===== config.mk =====
export PLATFORM = sky130hd
export DESIGN_NAME = glcd_ks0108_ctrl
export DESIGN_NICKNAME = d
export VERILOG_FILES = /design/src/rtl/glcd_pkg.sv /design/src/rtl/glcd_bus_xact.sv /design/src/rtl/glcd_ks0108_ctrl.sv
export SDC_FILE = /design/constraint.sdc
export NUM_CORES = 1
export LEC_CHECK = 0
export CAP_MARGIN = 20
export CORE_ASPECT_RATIO = 1.5
export CORE_MARGIN = 2
export CORE_UTILIZATION = 55
export CTS_BUF_LIST = sky130_fd_sc_hd__clkbuf_16
export CTS_CLUSTER_SIZE = 14
export DETAILED_ROUTE_END_ITERATION = 10
export GPL_TIMING_DRIVEN = 0
export PLACE_DENSITY = 0.73
export SLEW_MARGIN = 0
export SYNTH_ARGS = -nofsm -noshare
export SYNTH_HDL_FRONTEND = slang
export SYNTH_SLANG_ARGS = --single-unit
export TNS_END_PERCENT = 30

===== constraint.sdc =====
create_clock -name clk -period 3.7 [get_ports clk]
set_input_delay 0.37 -clock clk [delete_from_list [all_inputs] [get_ports clk]]
set_output_delay 0.37 -clock clk [all_outputs]
set_load 0.1 [all_outputs]

===== src/rtl/glcd_pkg.sv =====
// Shared definitions for the KS0108-class panel controller: command bytes,
// controller FSM states and bus transaction phases.
package glcd_pkg;

  localparam logic [7:0] CMD_DISP_ON    = 8'h3F;
  localparam logic [7:0] CMD_SET_Y      = 8'h40;
  localparam logic [7:0] CMD_SET_PAGE   = 8'hB8;
  localparam logic [7:0] CMD_START_LINE = 8'hC0;

  // Bus transactions per page during a clear: SET_PAGE, SET_Y, 64 data bytes.
  localparam int CLR_CMDS = 66;

  typedef enum logic [2:0] {
    ST_RST_HOLD,
    ST_RST_WAIT,
    ST_INIT,
    ST_CLEAR,
    ST_IDLE,
    ST_WRITE
  } state_t;

  // Phase names record the last tick that was executed.
  typedef enum logic [1:0] {
    PH_IDLE,
    PH_T0,
    PH_T1
  } phase_t;

endpackage


===== src/rtl/glcd_bus_xact.sv =====
// Tick divider plus 3-tick E-strobe sequencer. A start pulse queues one
// transaction; cs/rs/data are launched at T0, E is high for T1, done pulses after T2.
module glcd_bus_xact
  import glcd_pkg::*;
#(
  parameter int DIV_CYCLES = 4,
  parameter int NUM_CHIPS  = 2
) (
  input  logic                 clk,
  input  logic                 rst_n,
  input  logic                 start,
  input  logic [NUM_CHIPS-1:0] cmd_cs,
  input  logic                 cmd_rs,
  input  logic [7:0]           cmd_data,
  output logic                 tick,
  output logic                 done,
  output logic                 lcd_e,
  output logic                 lcd_rs,
  output logic [7:0]           lcd_data,
  output logic [NUM_CHIPS-1:0] lcd_cs
);

  localparam int DW = $clog2(DIV_CYCLES);

  logic [DW-1:0]        div_cnt;
  phase_t               phase;
  logic                 pend;
  logic [NUM_CHIPS-1:0] pend_cs;
  logic                 pend_rs;
  logic [7:0]           pend_data;

  assign tick = (div_cnt == DW'(DIV_CYCLES - 1));

  always_ff @(posedge clk or negedge rst_n) begin
    if (!rst_n) begin
      div_cnt   <= '0;
      phase     <= PH_IDLE;
      pend      <= 1'b0;
      pend_cs   <= '0;
      pend_rs   <= 1'b0;
      pend_data <= '0;
      done      <= 1'b0;
      lcd_e     <= 1'b0;
      lcd_rs    <= 1'b0;
      lcd_data  <= '0;
      lcd_cs    <= '0;
    end else begin
      done    <= 1'b0;
      div_cnt <= tick ? '0 : div_cnt + DW'(1);
      if (start) begin
        pend      <= 1'b1;
        pend_cs   <= cmd_cs;
        pend_rs   <= cmd_rs;
        pend_data <= cmd_data;
      end
      // The panel bus only moves on tick boundaries so setup/hold are whole ticks.
      if (tick) begin
        case (phase)
          PH_IDLE: begin
            if (pend) begin
              lcd_cs   <= pend_cs;
              lcd_rs   <= pend_rs;
              lcd_data <= pend_data;
              lcd_e    <= 1'b0;
              pend     <= 1'b0;
              phase    <= PH_T0;
            end
          end
          PH_T0: begin
            lcd_e <= 1'b1;
            phase <= PH_T1;
          end
          default: begin
            lcd_e <= 1'b0;
            done  <= 1'b1;
            phase <= PH_IDLE;
          end
        endcase
      end
    end
  end

endmodule


===== src/rtl/glcd_ks0108_ctrl.sv =====
// KS0108-class panel controller: timed panel reset, init, optional clear, then
// host byte writes with per-chip shadow addressing to skip redundant address commands.
module glcd_ks0108_ctrl
  import glcd_pkg::*;
#(
  parameter int DIV_CYCLES    = 4,
  parameter int NUM_CHIPS     = 2,
  parameter int PAGES         = 8,
  parameter int RST_TICKS     = 16,
  parameter int START_LINE    = 0,
  parameter int CLEAR_ON_INIT = 1
) (
  input  logic                              clk,
  input  logic                              rst_n,
  input  logic                              wr_valid,
  output logic                              wr_ready,
  input  logic [$clog2(PAGES)-1:0]          wr_page,
  input  logic [$clog2(NUM_CHIPS*64)-1:0]   wr_col,
  input  logic [7:0]                        wr_data,
  input  logic                              clr_req,
  output logic                              init_done,
  output logic                              lcd_e,
  output logic                              lcd_rs,
  output logic                              lcd_rw,
  output logic [7:0]                        lcd_data,
  output logic [NUM_CHIPS-1:0]              lcd_cs,
  output logic                              lcd_rst
);

  localparam int PW  = $clog2(PAGES);
  localparam int CHW = (NUM_CHIPS > 1) ? $clog2(NUM_CHIPS) : 1;

  state_t               state;
  logic                 waiting;
  logic                 start;
  logic                 tick;
  logic                 done;
  logic [NUM_CHIPS-1:0] cmd_cs, nxt_cs;
  logic                 cmd_rs, nxt_rs;
  logic [7:0]           cmd_data, nxt_data;
  logic                 nxt_issue;
  logic [15:0]          rst_cnt;
  logic [1:0]           step;
  logic [PW-1:0]        clr_page;
  logic [6:0]           clr_idx;
  logic [PW-1:0]        lat_page;
  logic [5:0]           lat_y;
  logic [CHW-1:0]       lat_chip;
  logic [7:0]           lat_data;
  logic [PW-1:0]        sh_page [NUM_CHIPS];
  logic [5:0]           sh_y    [NUM_CHIPS];
  logic [NUM_CHIPS-1:0] sh_vld;
  logic [31:0]          in_chip;
  logic                 in_chip_ok;
  logic                 page_hit, y_hit;

  assign lcd_rw     = 1'b0;
  assign in_chip    = 32'(wr_col) >> 6;
  assign in_chip_ok = (in_chip < 32'(NUM_CHIPS));
  assign page_hit   = sh_vld[lat_chip] && (sh_page[lat_chip] == lat_page);
  assign y_hit      = sh_vld[lat_chip] && (sh_y[lat_chip] == lat_y);

  glcd_bus_xact #(
    .DIV_CYCLES (DIV_CYCLES),
    .NUM_CHIPS  (NUM_CHIPS)
  ) u_bus (
    .clk      (clk),
    .rst_n    (rst_n),
    .start    (start),
    .cmd_cs   (cmd_cs),
    .cmd_rs   (cmd_rs),
    .cmd_data (cmd_data),
    .tick     (tick),
    .done     (done),
    .lcd_e    (lcd_e),
    .lcd_rs   (lcd_rs),
    .lcd_data (lcd_data),
    .lcd_cs   (lcd_cs)
  );

  always_comb begin
    nxt_issue = 1'b0;
    nxt_cs    = '1;
    nxt_rs    = 1'b0;
    nxt_data  = 8'h00;
    case (state)
      ST_INIT: begin
        nxt_issue = 1'b1;
        case (step)
          2'd0:    nxt_data = CMD_DISP_ON;
          2'd1:    nxt_data = CMD_START_LINE | 8'(START_LINE % 64);
          2'd2:    nxt_data = CMD_SET_PAGE;
          default: nxt_data = CMD_SET_Y;
        endcase
      end
      ST_CLEAR: begin
        nxt_issue = 1'b1;
        if (clr_idx == 7'd0)      nxt_data = CMD_SET_PAGE | 8'(clr_page);
        else if (clr_idx == 7'd1) nxt_data = CMD_SET_Y;
        else                      nxt_rs   = 1'b1;
      end
      ST_WRITE: begin
        nxt_cs = NUM_CHIPS'(1) << lat_chip;
        case (step)
          2'd0: begin
            nxt_data  = CMD_SET_PAGE | 8'(lat_page);
            nxt_issue = !page_hit;
          end
          2'd1: begin
            nxt_data  = CMD_SET_Y | {2'b00, lat_y};
            nxt_issue = !y_hit;
          end
          default: begin
            nxt_rs    = 1'b1;
            nxt_data  = lat_data;
            nxt_issue = 1'b1;
          end
        endcase
      end
      default: ;
    endcase
  end

  always_ff @(posedge clk or negedge rst_n) begin
    if (!rst_n) begin
      state     <= ST_RST_HOLD;
      waiting   <= 1'b0;
      start     <= 1'b0;
      cmd_cs    <= '0;
      cmd_rs    <= 1'b0;
      cmd_data  <= '0;
      rst_cnt   <= '0;
      step      <= '0;
      clr_page  <= '0;
      clr_idx   <= '0;
      lat_page  <= '0;
      lat_y     <= '0;
      lat_chip  <= '0;
      lat_data  <= '0;
      sh_vld    <= '0;
      for (int i = 0; i < NUM_CHIPS; i++) begin
        sh_page[i] <= '0;
        sh_y[i]    <= '0;
      end
      lcd_rst   <= 1'b0;
      wr_ready  <= 1'b0;
      init_done <= 1'b0;
    end else begin
      start <= 1'b0;
      if (!waiting && nxt_issue) begin
        start    <= 1'b1;
        waiting  <= 1'b1;
        cmd_cs   <= nxt_cs;
        cmd_rs   <= nxt_rs;
        cmd_data <= nxt_data;
      end
      if (waiting && done) waiting <= 1'b0;

      case (state)
        ST_RST_HOLD: begin
          if (tick) begin
            if (rst_cnt == 16'(RST_TICKS - 1)) begin
              rst_cnt <= '0;
              lcd_rst <= 1'b1;
              state   <= ST_RST_WAIT;
            end else begin
              rst_cnt <= rst_cnt + 16'd1;
            end
          end
        end
        ST_RST_WAIT: begin
          if (tick) begin
            if (rst_cnt == 16'(RST_TICKS - 1)) begin
              rst_cnt <= '0;
              step    <= '0;
              state   <= ST_INIT;
            end else begin
              rst_cnt <= rst_cnt + 16'd1;
            end
          end
        end
        ST_INIT: begin
          if (waiting && done) begin
            if (step == 2'd3) begin
              clr_page <= '0;
              clr_idx  <= '0;
              if (CLEAR_ON_INIT != 0) begin
                state <= ST_CLEAR;
              end else begin
                state     <= ST_IDLE;
                wr_ready  <= 1'b1;
                init_done <= 1'b1;
              end
            end else begin
              step <= step + 2'd1;
            end
          end
        end
        ST_CLEAR: begin
          if (waiting && done) begin
            if (clr_idx == 7'(CLR_CMDS - 1)) begin
              clr_idx <= '0;
              if (clr_page == PW'(PAGES - 1)) begin
                state     <= ST_IDLE;
                wr_ready  <= 1'b1;
                init_done <= 1'b1;
                sh_vld    <= '0;
              end else begin
                clr_page <= clr_page + PW'(1);
              end
            end else begin
              clr_idx <= clr_idx + 7'd1;
            end
          end
        end
        ST_IDLE: begin
          // A dropped out-of-range write leaves ready low for one cycle only.
          if (!wr_ready) begin
            wr_ready <= 1'b1;
          end else if (clr_req) begin
            wr_ready <= 1'b0;
            clr_page <= '0;
            clr_idx  <= '0;
            state    <= ST_CLEAR;
          end else if (wr_valid) begin
            wr_ready <= 1'b0;
            lat_page <= wr_page;
            lat_y    <= wr_col[5:0];
            lat_chip <= CHW'(in_chip);
            lat_data <= wr_data;
            step     <= '0;
            if (in_chip_ok) state <= ST_WRITE;
          end
        end
        ST_WRITE: begin
          if (waiting && done) begin
            case (step)
              2'd0: begin
                sh_page[lat_chip] <= lat_page;
                step              <= 2'd1;
              end
              2'd1: begin
                sh_y[lat_chip] <= lat_y;
                step           <= 2'd2;
              end
              default: begin
                // Panel Y auto-increments and wraps at 64 after every data byte.
                sh_page[lat_chip] <= lat_page;
                sh_y[lat_chip]    <= lat_y + 6'd1;
                sh_vld[lat_chip]  <= 1'b1;
                wr_ready          <= 1'b1;
                state             <= ST_IDLE;
              end
            endcase
          end else if (!waiting && !nxt_issue) begin
            step <= step + 2'd1;
          end
        end
        default: state <= ST_RST_HOLD;
      endcase
    end
  end

endmodule


## Word level (Yosys, flattened, before mapping)

Index checks and enable logic that the tools add are counted.

| operators by class | value |
|---|---|
| $add $sub $neg | 6 |
| magnitude comparators | 5 |
| eq/ne operators | 38 |
| shifts and indexed selects | 1 |
| mux-type cells | 102 |
| bitwise operators | 5 |
| reductions and logical operators | 38 |

Operators with widths:

| cell | count |
|---|---|
| 3-bit two-way mux | 26 |
| 7-bit two-way mux | 7 |
| 8-bit one-hot mux with 3 select lines | 2 |
| 2-bit two-way mux | 17 |
| 2-bit inequality test (second input constant) | 15 |
| 12-bit bitwise mux | 2 |
| 1-bit two-way mux | 24 |
| 6-bit two-way mux | 4 |
| 12-bit one-hot mux with 2 select lines | 1 |
| 7-bit one-hot mux with 3 select lines | 1 |
| 3-bit one-hot mux with 6 select lines | 1 |
| 6-bit AND reduction | 3 |
| 16-bit by 1-bit adder with 16-bit output (second input constant) | 1 |
| 16-bit by 4-bit equality test with 1-bit output (second input constant) | 1 |
| 16-bit two-way mux | 1 |
| 8-bit one-hot mux with 2 select lines | 1 |
| 14-bit AND reduction | 1 |
| 2-bit one-hot mux with 2 select lines | 3 |
| 3-bit AND reduction | 4 |
| 10-bit AND reduction | 1 |
| 3-bit equality test (second input constant) | 3 |
| 3-bit inequality test (second input constant) | 3 |
| 3-bit one-hot mux with 3 select lines | 1 |
| 8-bit two-way mux | 1 |
| 41 further kinds | 71 |

| storage, ports and cells | value |
|---|---|
| register bits after elaboration | 114 |
| bits of input ports | 22 |
| output and inout bits | 16 |
| word-level logic and storage cells | 228 |

## Logic depth before layout (Yosys ltp)

| logic depth | value |
|---|---|
| depth in word-level cells | 14 |
| depth in mapped cells | 9 |
| gate-level depth less buffers | 8 |

## Modules after synthesis

Synthesis repeated with hierarchy kept, for this count alone.

| second synthesis, totals | value |
|---|---|
| cells, all modules | 488 |
| area total of the unflattened synthesis | 5,534.1 µm² |

Modules (own cells, without submodules):

| module | instances | cells an instance | area an instance (µm²) | sequential area each (µm²) |
|---|---|---|---|---|
| glcd_ks0108_ctrl | 1 | 424 | 4,435.5 | 2,127.0 |
| glcd_bus_xact | 1 | 64 | 1,098.6 | 700.7 |

## Worst setup path after synthesis

OpenSTA, ideal clock, no wires.

| timing | value |
|---|---|
| path kind | flip-flop to flip-flop |
| start | register u_bus.phase[1] |
| end | register u_bus.lcd_cs[0] |
| arrival | 2.165 ns |
| path slack | 1.410 ns |
| cell stages (with the launch flop) | 4 |
| period minus slack after synthesis | 2.290 ns |
| cell sequence | dfrtp_1 nor4b_1 clkbuf_1 mux2_2 |

| between the ends | value |
|---|---|
| longest elaborated chain between the ends | 2 |

Ends and longest elaborated chain:

| item | RTL line | source |
|---|---|---|
| from (decl) | glcd_bus_xact.sv:26 | `phase_t phase;` |
| from (signal assigned) | glcd_bus_xact.sv:37 | `phase <= PH_IDLE;` |
| from (signal assigned) | glcd_bus_xact.sv:66 | `phase <= PH_T0;` |
| from (signal assigned) | glcd_bus_xact.sv:71 | `phase <= PH_T1;` |
| 2-bit logical NOT | glcd_bus_xact.sv:58 | `case (phase)` |
| 3-bit AND reduction (no source line) | - |  |
| to (signal assigned) | glcd_bus_xact.sv:61 | `lcd_cs <= pend_cs;` |
| to (decl) | glcd_bus_xact.sv:20 | `output logic [NUM_CHIPS-1:0] lcd_cs` |

Every way passes these cells.
A chain may end at the register's enable or synchronous reset.

## Worst setup path after layout

| timing | value |
|---|---|
| start | register step[1] |
| end | register step[1] |

| between the ends | value |
|---|---|
| longest elaborated chain between the ends | 7 |
| elaborated cells on any way between the ends | 18 |

Ends and longest elaborated chain:

| item | RTL line | source |
|---|---|---|
| from (decl) | glcd_ks0108_ctrl.sv:43 | `logic [1:0] step;` |
| from (signal assigned) | glcd_ks0108_ctrl.sv:195 | `step <= step + 2'd1;` |
| from (signal assigned) | glcd_ks0108_ctrl.sv:256 | `step <= step + 2'd1;` |
| 2-bit by 1-bit equality test with 1-bit output / 2-bit logical NOT (equally long branches) | glcd_ks0108_ctrl.sv:104, glcd_ks0108_ctrl.sv:237 |  |
| 1-bit one-hot mux with 2 select lines | glcd_ks0108_ctrl.sv:104 | `case (step)` |
| 1-bit one-hot mux with 2 select lines | glcd_ks0108_ctrl.sv:86 | `case (state)` |
| 1-bit logical NOT | glcd_ks0108_ctrl.sv:255 | `end else if (!waiting && !nxt_issue) begin` |
| 1-bit logical AND | glcd_ks0108_ctrl.sv:255 |  |
| 3-bit inequality test (no source line) | - |  |
| 10-bit AND reduction (no source line) | - |  |

Parallel ways exist; a longest one is shown, timed or not. The select of a mux whose other input is x is not followed.

==> impl_metrics.yaml <==
run_status:
  status: "complete, no violations"
clocking:
  cts_tree: "built"
  cts_sinks: 113
  cts.clk_slew.worst_paths_ns: 0.05
  clk_latency_ns: 0.41
  cts_max_level: 4
  cts_resized: 0
  clk_root_buffer_cell: "clkbuf_16"
  cts_buffers: 17
  clk_path_buf_depth: 2
synth:
  ys_ff_latch: 113
  async_flop_share_pct: 100
  synth_nets: 558
  ys_types: 58
  synthCells: 523
  syn_area_per_cell_sq_um: 10.8
  ys_seq_area_share_pct: 49.9
  yosys_warnings: 0
  synthesis.area_sq_um: 5670
  synth-edff-count: 0
  synth_ff_type: "dfrtp_1"
cells_and_area:
  n_antenna_cell: 0
  layout-drive-gt1-share_pct: 17.7
  layout.area.seq_sq_um: 2830
  layoutNonFillerInstCount: 710
  nFillCells: 796
  areaGrowthSynthToFinish_pct: 19.3
  design_area_sq_um: 6760
  num-nets-final: 615
  multi_input_area_sq_um: 2710
worst_setup_path:
  crit_slowest_cell: "clkbuf_1"
  cp-end-kind: "flop"
  crit_path_max_fanout: 10
  r2r-start: "step[1]"
  worstRegToRegCells: 7
  required_ns: 3.99
  rrSetupSlack_ns: 1.13
  start_kind: "flop"
  crit_chain: "inv_1 -> ha_1 -> clkbuf_1 -> clkbuf_1 -> o31ai_1 -> a41oi_2 -> mux2_2"
  arrival_ns: 2.86
  reg2reg_to: "step[1]"
  slowest_delay_ns: 0.45
  critPathLaunch: "step[1]"
  crit_path_frequent_cell: "clkbuf_1"
  worst-setup-path-type: "reg -> reg"
sta:
  fin_crit_sh_pct: 69.3
  hold_viol: 0
  tightest_slew_ns: 0.967
  clock_skew_ns: 0.00943
  finalSetupViolations: 0
  worst_hold_slack_ns: 0.435
  rsz0062_at_grt: "false"
  period_needed_ns: 2.57
  slew_headroom_pct: 35.3
  maxSlewViolCount: 0
  max_freq_mhz: 390
  tns_ns: 0
drt:
  drtAntennaViolNets: 0
  via_per_inst: 6.16
  vias: 4376
  drt_iter0_drc: 247
  drc_errors: 0
  wirelength_microns: 12600
  wl_per_cell_microns: 17.7
  first_pass_iters: 5
place:
  numPortBuffers: 36
  dp.cells: 677
  place_area_sq_um: 6200
  place.gp.congestion: 0.896
  dp_hpwl_microns: 8590
hold_path:
  hold_start: "u_bus.div_cnt[0]"
  min_path_cells: 1
  min_to: "u_bus.div_cnt[0]"
  hold_class: "reg -> reg"
power_and_ir_drop:
  power_density_nw_per_um2: 417
  p_leak_nw: 3.15
  ir_drop_mv: 0.318
  p_total_mw: 2.82
floorplan:
  initial_core_util_pct: 56.2
  rows: 45
  fp.dieArea_sq_um: 11100
  pin_count: 38
  die_h_microns: 128
  core-area_sq_um: 10100
  die_w_microns: 86.9
global_routing:
  grt_usage_pct: 23.9
  antenna_found_initial: 0
  grt_pass1_vias: 4418
  grt_max_degree: 77
  grt_pass1_wl_microns: 20600
  grt-ovfl-total: 0
run:
  drv_cap: 0
==> layout by cell type (no fill, tap or decap), types with 9 or more instances in the layout <==
cell / Yosys / routed
dfrtp_1: 113 / 113
mux2_2: 53 / 53
nor2_1: 44 / 44
clkdlybuf4s50_1: 0 / 35
nand3_1: 31 / 31
nand2_1: 29 / 29
o21ai_0: 28 / 28
a21oi_1: 26 / 26
clkbuf_16: 0 / 17
xor2_1: 15 / 15
clkbuf_1: 13 / 13
mux2i_1: 13 / 13
xnor2_1: 13 / 13
ha_1: 13 / 13
inv_1: 10 / 12
and2_1: 9 / 9
==> cell families after synthesis <==
| logic type | synth area share [%] |
|---|---|
| other | 0.0662 |
| flip-flops | 49.9 |
| buffers and inverters | 2.25 |
| multiplexers | 12.8 |
| XOR/XNOR | 4.33 |
| AND/OR/NAND/NOR | 15.9 |
| adder cells (fa/ha/maj) | 2.87 |
| AO/OA/AOI/OAI | 11.9 |
==> registers in the layout, summed over array words and instances, names as in the netlist, 3 cells and up <==
name             flops
cmd_data             8
clr_page             3
state                3
lat_y                6
lat_page             3
rst_cnt             16
sh_y                12
u_bus.lcd_data       8
lat_data             8
u_bus.pend_data      8
clr_idx              7
sh_page              6
==> critical path, delay by kind of cell (launching register included) <==
kind            cells  cell delay [ns]
flops               1             0.43
buf+inv             3             1.00
mux                 1             0.36
fa+ha+maj           1             0.20
compound gates      2             0.47
==> final cells by class <==
cell class | instances | share of cell area, %
Timing Repair Buffer | 38 | 5.85
Multi-Input combinational cell | 379 | 40.1
Inverter | 10 | 0.555
Clock buffer | 17 | 6.29
Tap cell | 117 | 2.17
Buffer | 21 | 1.33
Sequential cell | 113 | 41.8
Clock inverter | 15 | 1.89
==> power by group <==
group | leakage, nW | internal [mW] | total [mW] | switching, mW
Sequential | 1.51 | 1.24 | 1.24 | 0
Combinational | 1.37 | 0.0235 | 0.0551 | 0.0316
Clock | 0.275 | 0.969 | 1.52 | 0.556
==> how the worst max path moves through the flow <==
stage                            endpoint  slack (ns)  cells past startpoint
after detailed placement         lat_y[3]        1.21                      6
final                             step[1]        1.13                      7
after global routing              step[0]        0.94                      7
after global placement            sh_y[8]       -1.94                      1
after CTS                     cmd_data[3]        1.16                      7
after floorplan           u_bus.lcd_cs[0]        1.41                      3
==> metrics by stage <==
| step | utilization, % | setup slack, ns |
|---|---|---|
| floorplan | - | 1.41 |
| detailed placement | 61.5 | 1.21 |
| global placement | 61.2 | -1.94 |
| global route | 67.1 | 0.941 |
| CTS | 67.1 | 1.16 |
| finish | 67.1 | 1.13 |
==> Yosys cell counts (all sizes together), types with 4 or more instances <==
library cell  count  area share, %
nand2            29            1.9
dfrtp           113             50
and3              7           0.77
mux2             53             11
nand3            32            2.9
inv              10           0.66
clkbuf           13           0.86
nor2             44            2.9
or3b              4           0.62
nor3              9           0.97
ha               13            2.9
nand4             5           0.55
xnor2            13            2.0
a21oi            27            2.5
and2             10            1.1
nand3b            7           0.93
a221o             4           0.71
a222oi            5           0.88
nor4              6           0.93
o21ai            30            2.7
a21o              5           0.66
mux2i            13            2.3
buf               8           0.73
nand2b            4           0.44
xor2             15            2.3
==> what timing repair did <==
action | 4_1_cts | 5_1_grt
setup buffers | 0 | 0
hold buffers | 1 | 0
endpoints found under the hold margin | 37 | 0
==> routing by layer <==
metal	wire length [microns]	global-route usage [%]
met1	4880	25.9
met2	6850	42.5
met3	471	5.28
met4	388	12.6
met5	0	0
Note: power is estimated with default switching activity, not from simulation.
